## src/rtl/gpio_in_conditioner_pkg.sv

```systemverilog
// Shared GPIO definitions: init sequencer states and default geometry
// constants used by the input conditioner and by the SoC top.
package pck_gpio;

  // Default synchroniser depth and debounce counter width.
  localparam int GPIO_SYNC_STAGES = 2;
  localparam int GPIO_CNT_WIDTH   = 16;

  // Boot sequencing: fill the synchroniser, load the level once, then run.
  typedef enum logic [1:0] {
    INIT  = 2'd0,
    PRIME = 2'd1,
    RUN   = 2'd2
  } init_state_e;

endpackage

```

## src/rtl/gpio_in_conditioner_bit_filter.sv

```systemverilog
// One GPIO pin: metastability synchroniser, optional debounce counter,
// conditioned level register and registered edge pulses.
module gpio_bit_filter
  import pck_gpio::*;
#(
  parameter int p_sync_stages = GPIO_SYNC_STAGES,
  parameter int p_cnt_width   = GPIO_CNT_WIDTH
) (
  input  logic                   i_clk,
  input  logic                   i_rst_n,
  input  logic                   i_pin,
  input  logic                   i_filter_en,
  input  logic [p_cnt_width-1:0] i_debounce_limit,
  input  logic                   i_prime,
  input  logic                   i_run,
  output logic                   o_level,
  output logic                   o_rise,
  output logic                   o_fall
);

  localparam logic [p_cnt_width-1:0] CNT_ZERO = {p_cnt_width{1'b0}};
  localparam logic [p_cnt_width-1:0] CNT_ONE  = {{(p_cnt_width-1){1'b0}}, 1'b1};
  localparam logic [p_cnt_width-1:0] CNT_MAX  = {p_cnt_width{1'b1}};

  logic [p_sync_stages-1:0] sync_r;
  logic                     sync_s;
  logic [p_cnt_width-1:0]   cnt_r;
  logic [p_cnt_width-1:0]   cnt_nxt_s;
  logic                     level_r;
  logic                     level_nxt_s;
  logic                     level_d_r;
  logic                     level_d_nxt_s;
  logic                     rise_r;
  logic                     fall_r;

  assign sync_s = sync_r[p_sync_stages-1];

  // Shift the raw pad level through the synchroniser chain.
  always_ff @(posedge i_clk or negedge i_rst_n) begin
    if (!i_rst_n) begin
      sync_r <= {p_sync_stages{1'b0}};
    end else begin
      sync_r <= {sync_r[p_sync_stages-2:0], i_pin};
    end
  end

  // Next conditioned level and debounce count; >= lets a lowered limit act at once.
  always_comb begin
    level_nxt_s   = level_r;
    cnt_nxt_s     = CNT_ZERO;
    level_d_nxt_s = level_r;
    if (i_prime) begin
      // Load the boot level and its delayed copy together so no edge follows.
      level_nxt_s   = sync_s;
      level_d_nxt_s = sync_s;
    end else if (i_run) begin
      if (!i_filter_en) begin
        level_nxt_s = sync_s;
      end else if (sync_s == level_r) begin
        cnt_nxt_s = CNT_ZERO;
      end else if (cnt_r >= i_debounce_limit) begin
        level_nxt_s = sync_s;
        cnt_nxt_s   = CNT_ZERO;
      end else if (cnt_r == CNT_MAX) begin
        cnt_nxt_s = CNT_MAX;
      end else begin
        cnt_nxt_s = cnt_r + CNT_ONE;
      end
    end else begin
      level_nxt_s   = level_r;
      level_d_nxt_s = level_d_r;
    end
  end

  // Register level, counter and the delayed level used for edge detection.
  always_ff @(posedge i_clk or negedge i_rst_n) begin
    if (!i_rst_n) begin
      level_r   <= 1'b0;
      level_d_r <= 1'b0;
      cnt_r     <= CNT_ZERO;
    end else begin
      level_r   <= level_nxt_s;
      level_d_r <= level_d_nxt_s;
      cnt_r     <= cnt_nxt_s;
    end
  end

  // One-cycle edge pulses the cycle after the conditioned level changed.
  always_ff @(posedge i_clk or negedge i_rst_n) begin
    if (!i_rst_n) begin
      rise_r <= 1'b0;
      fall_r <= 1'b0;
    end else begin
      rise_r <= i_run & level_r & ~level_d_r;
      fall_r <= i_run & ~level_r & level_d_r;
    end
  end

  assign o_level = level_r;
  assign o_rise  = rise_r;
  assign o_fall  = fall_r;

endmodule

```

## src/rtl/gpio_in_conditioner.sv

```systemverilog
// GPIO input conditioner: per-pin synchronise/debounce/edge-detect, boot
// sequencing that suppresses spurious edges, and latched interrupt flags.
module gpio_in_conditioner
  import pck_gpio::*;
#(
  parameter int p_num_gpios   = 16,
  parameter int p_sync_stages = GPIO_SYNC_STAGES,
  parameter int p_cnt_width   = GPIO_CNT_WIDTH
) (
  input  logic                   i_clk,
  input  logic                   i_rst_n,
  input  logic [p_num_gpios-1:0] i_pins,
  input  logic [p_num_gpios-1:0] i_filter_en,
  input  logic [p_cnt_width-1:0] i_debounce_limit,
  input  logic [p_num_gpios-1:0] i_rise_irq_en,
  input  logic [p_num_gpios-1:0] i_fall_irq_en,
  input  logic [p_num_gpios-1:0] i_irq_clear,
  output logic [p_num_gpios-1:0] o_gpio_in,
  output logic [p_num_gpios-1:0] o_rise,
  output logic [p_num_gpios-1:0] o_fall,
  output logic [p_num_gpios-1:0] o_irq_pending,
  output logic                   o_irq
);

  localparam int INIT_CNT_W = $clog2(p_sync_stages + 1);
  localparam logic [INIT_CNT_W-1:0] INIT_ZERO = {INIT_CNT_W{1'b0}};
  localparam logic [INIT_CNT_W-1:0] INIT_ONE  = {{(INIT_CNT_W-1){1'b0}}, 1'b1};
  localparam logic [INIT_CNT_W-1:0] INIT_LAST = INIT_CNT_W'(p_sync_stages - 1);

  init_state_e             state_r;
  init_state_e             state_nxt_s;
  logic [INIT_CNT_W-1:0]   init_cnt_r;
  logic [INIT_CNT_W-1:0]   init_cnt_nxt_s;
  logic                    prime_s;
  logic                    run_s;
  logic [p_num_gpios-1:0]  level_s;
  logic [p_num_gpios-1:0]  rise_s;
  logic [p_num_gpios-1:0]  fall_s;
  logic [p_num_gpios-1:0]  pend_set_s;
  logic [p_num_gpios-1:0]  pend_r;
  logic                    irq_r;

  // Boot sequencer state and synchroniser-fill counter.
  always_ff @(posedge i_clk or negedge i_rst_n) begin
    if (!i_rst_n) begin
      state_r    <= INIT;
      init_cnt_r <= INIT_ZERO;
    end else begin
      state_r    <= state_nxt_s;
      init_cnt_r <= init_cnt_nxt_s;
    end
  end

  // Boot sequencer transitions: INIT waits out the synchroniser, PRIME loads once.
  always_comb begin
    state_nxt_s    = state_r;
    init_cnt_nxt_s = init_cnt_r;
    prime_s        = 1'b0;
    run_s          = 1'b0;
    case (state_r)
      INIT: begin
        if (init_cnt_r == INIT_LAST) begin
          state_nxt_s    = PRIME;
          init_cnt_nxt_s = INIT_ZERO;
        end else begin
          init_cnt_nxt_s = init_cnt_r + INIT_ONE;
        end
      end
      PRIME: begin
        prime_s     = 1'b1;
        state_nxt_s = RUN;
      end
      RUN: begin
        run_s       = 1'b1;
        state_nxt_s = RUN;
      end
      default: begin
        state_nxt_s    = INIT;
        init_cnt_nxt_s = INIT_ZERO;
      end
    endcase
  end

  for (genvar g = 0; g < p_num_gpios; g++) begin : g_pin
    gpio_bit_filter #(
      .p_sync_stages (p_sync_stages),
      .p_cnt_width   (p_cnt_width)
    ) u_bit (
      .i_clk            (i_clk),
      .i_rst_n          (i_rst_n),
      .i_pin            (i_pins[g]),
      .i_filter_en      (i_filter_en[g]),
      .i_debounce_limit (i_debounce_limit),
      .i_prime          (prime_s),
      .i_run            (run_s),
      .o_level          (level_s[g]),
      .o_rise           (rise_s[g]),
      .o_fall           (fall_s[g])
    );
  end

  assign pend_set_s = (rise_s & i_rise_irq_en) | (fall_s & i_fall_irq_en);

  // Pending flags: a new event in the clearing cycle keeps the flag set.
  always_ff @(posedge i_clk or negedge i_rst_n) begin
    if (!i_rst_n) begin
      pend_r <= {p_num_gpios{1'b0}};
    end else begin
      pend_r <= (pend_r & ~i_irq_clear) | pend_set_s;
    end
  end

  // Interrupt line: registered OR of the pending flags.
  always_ff @(posedge i_clk or negedge i_rst_n) begin
    if (!i_rst_n) begin
      irq_r <= 1'b0;
    end else begin
      irq_r <= |pend_r;
    end
  end

  assign o_gpio_in     = level_s;
  assign o_rise        = rise_s;
  assign o_fall        = fall_s;
  assign o_irq_pending = pend_r;
  assign o_irq         = irq_r;

endmodule

```

## config.mk

```make
export PLATFORM = sky130hd
export DESIGN_NAME = gpio_in_conditioner
export DESIGN_NICKNAME = d
export VERILOG_FILES = /design/src/rtl/gpio_in_conditioner_pkg.sv /design/src/rtl/gpio_in_conditioner_bit_filter.sv /design/src/rtl/gpio_in_conditioner.sv
export SDC_FILE = /design/constraint.sdc
export NUM_CORES = 1
export LEC_CHECK = 0
export BUFFER_PORTS_ARGS = -buffer_cell sky130_fd_sc_hd__buf_4
export CAP_MARGIN = 40
export CORE_ASPECT_RATIO = 1.2
export CORE_UTILIZATION = 39
export DETAILED_ROUTE_END_ITERATION = 7
export HOLD_SLACK_MARGIN = 0.05
export PLACE_DENSITY_LB_ADDON = 0.3
export SYNTH_ARGS = -nofsm -noshare
export SYNTH_HDL_FRONTEND = slang
export SYNTH_SLANG_ARGS = --single-unit
```

## constraint.sdc

```tcl
create_clock -name i_clk -period 2.48 [get_ports i_clk]
set_input_delay 0.124 -clock i_clk [delete_from_list [all_inputs] [get_ports i_clk]]
set_output_delay 0.124 -clock i_clk [all_outputs]
set_load 0.01 [all_outputs]
```

==> flow_summary_export.csv, run 1 <==
group,metric,value,unit
clock_network,cts_inserted_buffers,41,
logic_synthesis,yosys.area_share.simple,0.1648,
logic_synthesis,yosysWarningCount,0,
sta,fin_setup_tns,0,ns
worst_setup_path,endpoint_kind,"flip-flop",
sta,timing.hold.ws,0.08215,ns
logic_synthesis,dominantRegCellSynth,"dfrtp_1",
power,ir_worst_vdd,0.0004069,V
cells_and_area,final_area,26850,µm²
sta,setup_viol,0,
clock_network,cts_buffer_depth,3,
power,power.leakage,12.45,nW
logic_synthesis,synth_async_sr_flop_share,1.000,
clock_network,htreeDepth,2,
run_status,status,"finished, final reports clean",
global_route,gr-total-overflow,0,
placed_design,dp_cells,3205,
global_route,grt_pass1_vias,18860,
die,dieWidth,221.7,µm
worst_setup_path,crit_type,"reg -> reg",
worst_hold_path,hp-class,"in -> reg",
detailed_routing,wl_per_cell,18.71,µm
cells_and_area,nFillCells,5344,
die,dieArea,58870,µm²
clock_network,cts.clk_slew.worst_paths,0.06,ns
die,rows,96,
placed_design,portBuffers,162,
logic_synthesis,synth_top_family_by_area,"simple AND/OR/NAND/NOR gates",
clock_network,root_buffer,"clkbuf_16",
cells_and_area,finish.utilization,0.4695,
worst_setup_path,critPathTopFamily,"compound AO/OA/AOI/OAI gates",
placed_design,dp_hpwl,45570,µm
logic_synthesis,ys_seq_area_frac,0.4134,
sta,fin_crit,2.365,ns
detailed_routing,ant_nets,0,
power,powerDensity,546.1,nW/µm²
detailed_routing,vias_per_cell,5.533,
sta,slew_headroom,0.3828,
global_route,grt_usage,0.2122,
worst_setup_path,path_buf_inv,1,
logic_synthesis,yosysUniqueCellTypes,62,
placed_design,placed_cell_area,24950,µm²
logic_synthesis,synth_edf_count,0,
logic_synthesis,synth_nets,2699,
logic_synthesis,syn_area,22580,µm²
clock_network,insertion_delay,0.57,ns
sta,finalHoldViolCount,0,
die,io_pins,163,
die,initial_core_util,0.3949,
worst_setup_path,critical-path-max-stage-delay,0.60,ns
die,die_h,265.6,µm
sta,drv_slew,0,
sta,fin_crit_sh,0.9537,
cells_and_area,area_growth,18.89,%
logic_synthesis,avgSynthCellArea,9.708,µm²
cells_and_area,seqCellArea,9334,µm²
die,core-area,57170,µm²
global_route,grt_start_max_net_pins,75,
logic_synthesis,ys_ff_latch,373,
cells_and_area,fin_cells,3328,
detailed_routing,wirelength,62280,µm
worst_setup_path,cpMaxStageDelayCell,"or4_4",
detailed_routing,vias,18420,
sta,fmax,0.4228,GHz
worst_setup_path,path_cells,"ha_1 -> a21oi_1 -> nor2_1 -> a2111oi_2 -> a21oi_1 -> or4_4 -> buf_4 -> a21oi_2",
worst_setup_path,cp.required,2.98,ns
global_route,antenna_found_initial,0,
logic_synthesis,muxShareOfSynthArea,0.02349,
worst_setup_path,path_common_cell,"a21oi_1",
detailed_routing,initialDrtViolationCount,1143,
logic_synthesis,synthAdderAreaFrac,0.1524,
worst_setup_path,crit_fanout,5,
flow_run,cap_violations,0,
logic_synthesis,synth_compound_area_frac,0.1292,
cells_and_area,antennaDiodeCount,0,
cells_and_area,nets,2937,
clock_network,cts_tree,"done",
placed_design,place_congestion,0.8698,
worst_setup_path,critical_path_arrival,2.86,ns
clock_network,cts.sinks,373,
cells_and_area,drive_gt1_frac,0.1438,
logic_synthesis,synthCells,2326,
sta,worstMarginPinSlew,0.9258,ns
logic_synthesis,synth_xor_area_frac,0.07370,
cells_and_area,multi_input_area,12320,µm²
global_route,grt_pass1_wl,99280,µm
worst_setup_path,startpoint_type,"flip-flop",
detailed_routing,drt_first_pass_iters,5,
detailed_routing,drc,0,
sta,fin_worst_skew,0.01636,ns
cell families after synthesis:
kind of cell,Yosys count
AOI/OAI and AO/OA,498
xor gates and xnor gates,190
adders and majority gates,275
buffers and inverters,201
DFF,373
muxes,51
and+or+nand+nor,738
cells in the mapped netlist (48+ instances only):
cell type,number,area [µm²]
o21ai_0,68,340.3
nand4_1,65,406.6
xor2_1,93,814.5
dfrtp_1,373,9334
buf_4,48,360.4
and3_1,62,387.9
xnor2_1,97,849.6
ha_1,275,3441
inv_1,91,341.6
a21oi_1,280,1401
nor2_1,160,600.6
nand2_1,162,608.1
nand3_1,118,590.6
nor3_1,56,280.3
area by class of cell:
class                   count  share of cell area
flip-flops and latches    373              0.3477
well taps                 735             0.03426
clock inverters            14            0.004334
inverters                  92             0.01286
repair buffers            304             0.09638
multi-input cells        1752              0.4589
clock buffers              58             0.04554
metrics by stage:
stage          power, mW  worst slack, ns
6_report           14.66           0.1147
5_1_grt            15.31        -0.003257
4_1_cts            14.85          0.04782
3_5_place_dp       8.541         -0.05988
3_3_place_gp       8.477         -0.02443
2_1_floorplan      7.623           0.1573
worst paths after layout:
path | start | to | cells after the start | slack, ns
min reg2reg | g_pin[7].u_bit.sync_r[0] | g_pin[7].u_bit.sync_r[1] | 0 | 0.35
max | g_pin[11].u_bit.cnt_r[9] | g_pin[11].u_bit.cnt_r[10] | 8 | 0.11
min in group asynchronous | i_rst_n | o_irq_pending[4] | 2 | 0.10
max reg2reg | g_pin[11].u_bit.cnt_r[9] | g_pin[11].u_bit.cnt_r[10] | 8 | 0.11
min | i_filter_en[5] | g_pin[5].u_bit.cnt_r[1] | 4 | 0.08
max in group asynchronous | i_rst_n | g_pin[6].u_bit.cnt_r[12] | 3 | 1.49
layout by cell type (no fill, tap or decap), types with 14 or more instances in the layout:
cell type / synthesis / final
inv_1: 91 / 91
xnor2_1: 97 / 97
dlygate4sd3_1: 0 / 49
a31oi_1: 16 / 16
buf_12: 1 / 14
nand3_1: 118 / 118
buf_4: 48 / 240
nand2b_1: 14 / 14
a22oi_1: 16 / 16
nand2_1: 162 / 162
nor2b_1: 18 / 18
nor3_1: 56 / 56
dfrtp_1: 373 / 373
ha_1: 275 / 271
mux2i_1: 35 / 35
a21o_1: 24 / 23
nand4_1: 65 / 65
nor2_1: 160 / 160
o21ai_0: 68 / 68
a21oi_1: 280 / 280
and3_1: 62 / 62
clkbuf_16: 0 / 43
mux2_2: 16 / 16
and4_1: 23 / 23
xor2_1: 93 / 93
worst min-delay path, delay by kind of cell:
kind,cells,cell delay (ns)
simple gates,2,0.22
buf+inv,1,0.14
compound gates,1,0.12
where the power goes:
group          leakage (nW)  switching, mW  internal [mW]
Clock                 0.653           2.57           3.54
Sequential             4.97          0.300           6.34
Combinational          6.82           1.02          0.879
registers in the layout, summed over array words and instances (netlist names):
| signal | count |
|---|---|
| g_pin.u_bit.cnt_r | 256 |
| g_pin.u_bit.level_d_r | 16 |
| g_pin.u_bit.o_fall | 16 |
| g_pin.u_bit.o_level | 16 |
| g_pin.u_bit.o_rise | 16 |
| g_pin.u_bit.sync_r | 32 |
| init_cnt_r | 2 |
| o_irq | 1 |
| o_irq_pending | 16 |
| state_r | 2 |
metal layers:
| layer | up-vias | routed length [µm] | track usage |
|---|---|---|---|
| li1 | 8801 | - | - |
| met1 | 9039 | 27250 | 0.2701 |
| met2 | 434 | 29220 | 0.3559 |
| met3 | 141 | 2946 | 0.02982 |
| met4 | 0 | 2863 | 0.09910 |
| met5 | - | 0 | 0 |
repair_timing:
item                                   4_1_cts  5_1_grt
buffers inserted                             0        2
gates resized for setup                      0        7
hold buffers                                49        0
setup endpoints to repair                    0       54
endpoints found under the hold margin      117        0
Note: power is estimated with default switching activity, not from simulation.
==> inputs of run 2 (changes only) <==
--- a/config.mk
+++ b/config.mk
@@ -5,6 +5,7 @@
 export SDC_FILE = /design/constraint.sdc
 export NUM_CORES = 1
 export LEC_CHECK = 0
+export ABC_AREA = 1
 export BUFFER_PORTS_ARGS = -buffer_cell sky130_fd_sc_hd__buf_4
 export CAP_MARGIN = 40
 export CORE_ASPECT_RATIO = 1.2
==> run 2 against run 1 <==
Fmax grew 1.6%; via count grew 7.2%; first-iteration DRC count grew 3.8%; sequential share of layout area shrank 2.1 points; count of clock-buffer cells in the layout grew 4; final area grew 6.6%; flip-flop and latch count is the same; area after synthesis grew 6.7%; largest cell class unchanged; highest routed layer unchanged.
==> flow_summary_export.csv, run 2 <==
group,metric,value,unit
power,ir_worst_vdd,0.0004133,V
die,initial_core_util,0.3955,
cells_and_area,nFillCells,5904,
sta,fmax,0.4297,GHz
placed_design,dp_hpwl,46150,µm
worst_hold_path,min_delay_path_depth,6,
worst_setup_path,cp.required,2.97,ns
worst_setup_path,path_buf_inv,3,
power,p_sw_frac,0.2739,
worst_setup_path,critical-path-max-stage-delay,0.40,ns
power,pwr-share-clk,0.421,
detailed_routing,ant_nets,0,
worst_setup_path,path_common_cell,"nand2_1",
global_route,grt_pass1_wl,103400,µm
power,report.power.total,15.96,mW
logic_synthesis,yosysTopAreaCell,"dfrtp_1",
sta,fin_setup_tns,0,ns
logic_synthesis,yosysTopAreaCellShare,0.3873,
worst_hold_path,holdPathEnd,"g_pin[14].u_bit.o_level",
power,seqPwrFrac,0.427,
sta,fin_worst_skew,0.02438,ns
worst_setup_path,crit_fanout,25,
global_route,gr-total-overflow,0,
detailed_routing,wirelength,64860,µm
sta,fin_ws,0.1526,ns
worst_setup_path,startpoint_type,"flip-flop",
placed_design,placed_cell_area,26490,µm²
cells_and_area,final_cell_mix,"nand2_1, dfrtp_1, nor2_1",
die,core-area,60940,µm²
run_status,status,"finished, final reports clean",
logic_synthesis,yosysMostFrequentCell,"nand2_1",
worst_setup_path,worstRegToRegCells,8,
worst_hold_path,hp-class,"in -> reg",
power,power.leakage,14.24,nW
sta,worstMarginPinSlew,0.7228,ns
logic_synthesis,yosysUniqueCellTypes,45,
clock_network,cts_tree,"done",
sta,fin_crit,2.327,ns
global_route,antenna_found_initial,1,
power,powerDensity,558.1,nW/µm²
clock_network,root_buffer,"clkbuf_16",
clock_network,cts.sinks,373,
worst_setup_path,cpMaxStageDelayCell,"nand2_1",
logic_synthesis,ys_ff_latch,373,
clock_network,cts_inserted_buffers,42,
placed_design,place_congestion,0.8542,
die,rows,99,
logic_synthesis,synth_async_sr_flop_share,1.000,
sta,finalHoldViolCount,0,
clock_network,postCtsSetupRepairBufs,0,
detailed_routing,initialDrtViolationCount,1186,
sta,fin_crit_sh,0.9384,
die,io_pins,163,
sta,setup_viol,0,
placed_design,dp_cells,3807,
detailed_routing,drt_first_pass_iters,5,
logic_synthesis,synthCells,2859,
worst_setup_path,path_cells,"inv_1 -> ha_1 -> inv_2 -> buf_12 -> nand2_1 -> nor3_1 -> nand2_1 -> a21oi_1",
global_route,grt_start_max_net_pins,79,
placed_design,portBuffers,162,
die,die_h,274.3,µm
detailed_routing,wl_per_cell,16.43,µm
worst_setup_path,r2r_end,"g_pin[11].u_bit.cnt_r[15]",
global_route,grt_pass1_vias,19280,
clock_network,htreeDepth,2,
worst_setup_path,crit_type,"reg -> reg",
logic_synthesis,synth.area.top_cells,"dfrtp_1, ha_1, nand2_1",
clock_network,cts.clk_slew.worst_paths,0.06,ns
cells_and_area,fin_cells,3947,
power,pwr-share-comb,0.152,
logic_synthesis,yosysWarningCount,0,
placed_design,pre_cts_ws,0.1761,ns
detailed_routing,drc,0,
clock_network,insertion_delay,0.59,ns
worst_setup_path,r2r_slack,0.15,ns
sta,timing.hold.ws,0.09760,ns
flow_run,cap_violations,0,
detailed_routing,vias,19740,
cells_and_area,final_area,28600,µm²
logic_synthesis,dominantRegCellSynth,"dfrtp_1",
cells_and_area,nets,3479,
worst_setup_path,r2r-start,"state_r[1]",
cells_and_area,area_growth,18.69,%
sta,drv_slew,0,
logic_synthesis,syn_area,24100,µm²
power,p_switching,4.373,mW
logic_synthesis,synth_edf_count,0,
global_route,grt_usage,0.2090,
cells_and_area,finish.utilization,0.4694,
sta,rsz0062_at_grt,"no",
detailed_routing,vias_per_cell,5.002,
logic_synthesis,ys_seq_area_frac,0.3873,
power,p_int,11.59,mW
cells_and_area,final_common_cell,"nand2_1",
worst_hold_path,min_from,"i_filter_en[14]",
logic_synthesis,avgSynthCellArea,8.430,µm²
die,dieWidth,228.9,µm
sta,slew_headroom,0.5181,
clock_network,cts_buffer_depth,3,
worst_setup_path,critical_path_arrival,2.82,ns
cells_and_area,drive_gt1_frac,0.1287,
worst_setup_path,critPathTopFamily,"simple AND/OR/NAND/NOR gates",
cells_and_area,reg.largest.list,"g_pin.u_bit.cnt_r: 256 flops, g_pin.u_bit.sync_r: 32 flops",
cells_and_area,largest_reg_flops,256,
logic_synthesis,ys_top_cells_by_count,"nand2_1, dfrtp_1, nor2_1",
cells_and_area,regMostFlops,"g_pin.u_bit.cnt_r",
die,dieArea,62800,µm²
logic_synthesis,synth_nets,3232,
worst_setup_path,endpoint_kind,"flip-flop",
-- run 2: cells by family (layout without fill, tap and decap cells) --
logic type      Yosys count  in the layout  synth area share
flops                   373            373            0.3873
simple gates           1213           1213            0.2302
other cells               0              1                 0
fa+ha+maj               275            275            0.1428
xor+xnor                211            211           0.07668
compound gates          401            401           0.09241
buf+inv                 386            665           0.07061
-- run 2: area by class of cell --
| cell class | instances | area [µm²] | share of cell area |
|---|---|---|---|
| multi-input combinational | 2100 | 13070 | 0.4568 |
| sequential | 373 | 9334 | 0.3263 |
| timing repair buffer | 291 | 2587 | 0.09046 |
| clock buffer | 62 | 1277 | 0.04466 |
| inverter | 298 | 1121 | 0.03919 |
| tap | 808 | 1011 | 0.03534 |
| clock inverter | 14 | 203.9 | 0.007130 |
| antenna | 1 | 2.502 | 0.00008748 |
-- run 2: worst max-delay path by stage --
| stage | start | end | cells past startpoint |
|---|---|---|---|
| after floorplan | i_debounce_limit[9] | g_pin[13].u_bit.cnt_r[12] | 10 |
| after global placement | state_r[1] | g_pin[11].u_bit.cnt_r[6] | 8 |
| after detailed placement | state_r[1] | g_pin[11].u_bit.cnt_r[6] | 8 |
| after CTS | state_r[1] | g_pin[11].u_bit.cnt_r[15] | 8 |
| after global routing | state_r[1] | g_pin[11].u_bit.cnt_r[15] | 8 |
| final | state_r[1] | g_pin[11].u_bit.cnt_r[15] | 8 |
-- run 2: metal layers --
layer	vias up	wire length, µm	share of wire	GRT usage
li1	9987	-	-	-
met1	9279	28770	0.44	0.2654
met2	370	30690	0.47	0.3569
met3	106	3411	0.053	0.03921
met4	0	1992	0.031	0.06825
met5	-	0	0	0
-- run 2: timing repair --
| action | 4_1_cts | 5_1_grt |
|---|---|---|
| endpoints found under the hold margin | 128 | 0 |
| resized for setup | 0 | 0 |
| hold buffers | 63 | 0 |
-- run 2: power groups by stage --
stage	clock [mW]	combinational, mW	sequential (mW)
global route	7.09	2.74	6.85
global placement	0	2.26	6.92
detailed placement	0	2.28	6.92
floorplan	0	1.32	6.79
CTS	6.90	2.45	6.81
finish	6.72	2.43	6.81
-- run 2: worst register-to-register path, stage by stage, from the launching register on --
cell and delay (ns):
dfrtp_1 0.34, inv_1 0.07, ha_1 0.27, inv_2 0.28, buf_12 0.22, nand2_1 0.11, nor3_1 0.29, nand2_1 0.40
a21oi_1 0.27
==> inputs of run 3 (changes only) <==
--- a/config.mk
+++ b/config.mk
@@ -9,7 +9,7 @@
 export BUFFER_PORTS_ARGS = -buffer_cell sky130_fd_sc_hd__buf_4
 export CAP_MARGIN = 40
 export CORE_ASPECT_RATIO = 1.2
-export CORE_UTILIZATION = 39
+export CORE_UTILIZATION = 62
 export DETAILED_ROUTE_END_ITERATION = 7
 export HOLD_SLACK_MARGIN = 0.05
 export PLACE_DENSITY_LB_ADDON = 0.3
==> run 3 against run 2 <==
Combinational power is essentially flat; clock skew shrank 0.014 ns; fmax grew 11%; count of clock-buffer cells in the layout shrank 6; final cell count shrank 9.0%; sequential share of layout area grew 0.89 points; core utilization grew 26 points; hold slack lost 0.017 ns; routed wire length shrank 0.49%; critical path depth shrank 1; non-clock buffer count shrank 18; global-route usage grew 12 points.
==> flow_summary_export.csv, run 3 (synthesis results as in run 2) <==
group,metric,value,unit
run_status,status,"finished, final reports clean",
die,initial_core_util,0.6332,
detailed_routing,vias_per_cell,5.809,
cells_and_area,final_common_cell,"nand2_1",
placed_design,portBuffers,162,
detailed_routing,vias,20860,
placed_design,place_congestion,0.8801,
clock_network,htreeDepth,2,
cells_and_area,reg.largest.list,"g_pin.u_bit.cnt_r: 256 flops, g_pin.u_bit.sync_r: 32 flops",
global_route,antenna_found_initial,2,
sta,fmax,0.4749,GHz
detailed_routing,drc,0,
sta,finalHoldViolCount,0,
global_route,grt_usage,0.3336,
die,io_pins,163,
die,die_h,218.0,µm
sta,timing.hold.ws,0.08101,ns
power,ir_worst_vdd,0.0005233,V
detailed_routing,wl_per_cell,17.97,µm
worst_setup_path,worstRegToRegCells,7,
worst_hold_path,min_delay_path_depth,6,
die,dieArea,39670,µm²
worst_setup_path,r2r_end,"g_pin[11].u_bit.cnt_r[15]",
clock_network,cts.sinks,373,
worst_setup_path,r2r_slack,0.37,ns
power,report.power.total,15.01,mW
worst_setup_path,crit_type,"reg -> reg",
sta,fin_worst_skew,0.01039,ns
cells_and_area,antennaDiodeCount,0,
clock_network,cts_inserted_buffers,39,
detailed_routing,ant_nets,0,
worst_setup_path,endpoint,"g_pin[11].u_bit.cnt_r[15]",
worst_setup_path,critical_path_arrival,2.51,ns
clock_network,insertion_delay,0.55,ns
cells_and_area,area_growth,15.54,%
worst_setup_path,crit_fanout,15,
cells_and_area,regMostFlops,"g_pin.u_bit.cnt_r",
flow_run,cap_violations,0,
die,rows,78,
cells_and_area,drive_gt1_frac,0.1212,
worst_setup_path,cp-startpoint,"g_pin[11].u_bit.cnt_r[11]",
worst_setup_path,r2r-start,"g_pin[11].u_bit.cnt_r[11]",
die,core-area,38060,µm²
sta,fin_crit,2.106,ns
clock_network,cts_buffer_depth,3,
worst_setup_path,cp.required,2.88,ns
worst_setup_path,startpoint_type,"flip-flop",
sta,slew_headroom,0.5487,
sta,rsz0062_at_grt,"no",
global_route,grt_pass1_vias,21040,
clock_network,cts.clk_slew.worst_paths,0.06,ns
detailed_routing,drt_first_pass_iters,7,
cells_and_area,final_cell_mix,"nand2_1, dfrtp_1, nor2_1",
cells_and_area,nets,3458,
sta,fin_crit_sh,0.8492,
clock_network,root_buffer,"clkbuf_16",
clock_network,cts_tree,"done",
power,power.leakage,14.06,nW
placed_design,dp_hpwl,44230,µm
cells_and_area,final_area,27850,µm²
detailed_routing,initialDrtViolationCount,1588,
worst_setup_path,endpoint_kind,"flip-flop",
power,powerDensity,538.9,nW/µm²
clock_network,cts_resized,0,
die,dieWidth,182.0,µm
detailed_routing,wirelength,64550,µm
cells_and_area,largest_reg_flops,256,
sta,setup_viol,0,
global_route,grt_pass1_wl,104700,µm
sta,fin_setup_tns,0,ns
global_route,gr-total-overflow,0,
worst_hold_path,hp-class,"in -> reg",
sta,drv_slew,0,
sta,worstMarginPinSlew,0.6770,ns
placed_design,placed_cell_area,26020,µm²
global_route,grt_start_max_net_pins,75,
[run 3: cell count changes in the layout (fill, tap and decap cells not counted), sizes merged]
cell / before / now
clkbuf: 62 / 56
bufinv: 5 / 1
clkinv: 7 / 10
buf: 228 / 213
diode: 1 / 0
dlygate4sd3: 63 / 60
clkinvlp: 2 / 1
inv: 298 / 297
[run 3: repair_timing]
action | CTS | global route
hold buffers | 60 | 0
hold endpoints to repair | 416 | 0
buffers inserted | 0 | 0
[run 3: worst min path at each step]
stage | start | to | slack, ns
floorplan | i_rst_n | g_pin[0].u_bit.cnt_r[0] | -0.17
global placement | i_rst_n | g_pin[10].u_bit.cnt_r[0] | 0.11
detailed placement | i_rst_n | g_pin[10].u_bit.cnt_r[1] | 0.11
CTS | i_filter_en[3] | g_pin[3].u_bit.o_level | 0.06
global route | i_filter_en[5] | g_pin[5].u_bit.o_level | 0.07
finish | i_filter_en[3] | g_pin[3].u_bit.o_level | 0.08
[run 3: metal layers]
| metal | vias to the layer above | global-route usage | routed length [µm] |
|---|---|---|---|
| met3 | 210 | 0.05494 | 4239 |
| li1 | 9939 | - | - |
| met2 | 722 | 0.5845 | 31530 |
| met5 | - | 0 | 13 |
| met4 | 2 | 0.1723 | 3620 |
| met1 | 9987 | 0.3946 | 25150 |
[run 3: layout make-up]
| class | count | area (µm²) |
|---|---|---|
| fill | 2721 | 10210 |
| sequential | 373 | 9334 |
| clock inverter | 11 | 86.33 |
| tap | 480 | 600.6 |
| multi-input combinational | 2100 | 13070 |
| inverter | 298 | 1121 |
| timing repair buffer | 273 | 2495 |
| clock buffer | 56 | 1142 |
[run 3: critical path, stage by stage (launching register included)]
cell and delay, ns:
dfrtp_1 0.44, ha_1 0.35, nand4_1 0.08, nor3_1 0.20, nand3_1 0.13, and3_1 0.21, nand2_1 0.45, a21oi_1 0.10
[run 3: per-stage QoR]
| step | setup slack, ns | std cells | util |
|---|---|---|---|
| 2_1_floorplan | 0.7105 | 2859 | - |
| 3_3_place_gp | 0.4038 | 3464 | 0.6836 |
| 3_5_place_dp | 0.3616 | 3464 | 0.6836 |
| 4_1_cts | 0.4112 | 3591 | 0.7316 |
| 5_1_grt | 0.2290 | 3591 | 0.7316 |
| 6_report | 0.3741 | 3591 | 0.7316 |
[run 3: where the power goes]
group | leakage (nW) | switching, mW | internal, mW
clock | 0.609 | 2.47 | 3.30
combinational | 8.46 | 1.34 | 1.07
sequential | 5.00 | 0.405 | 6.43
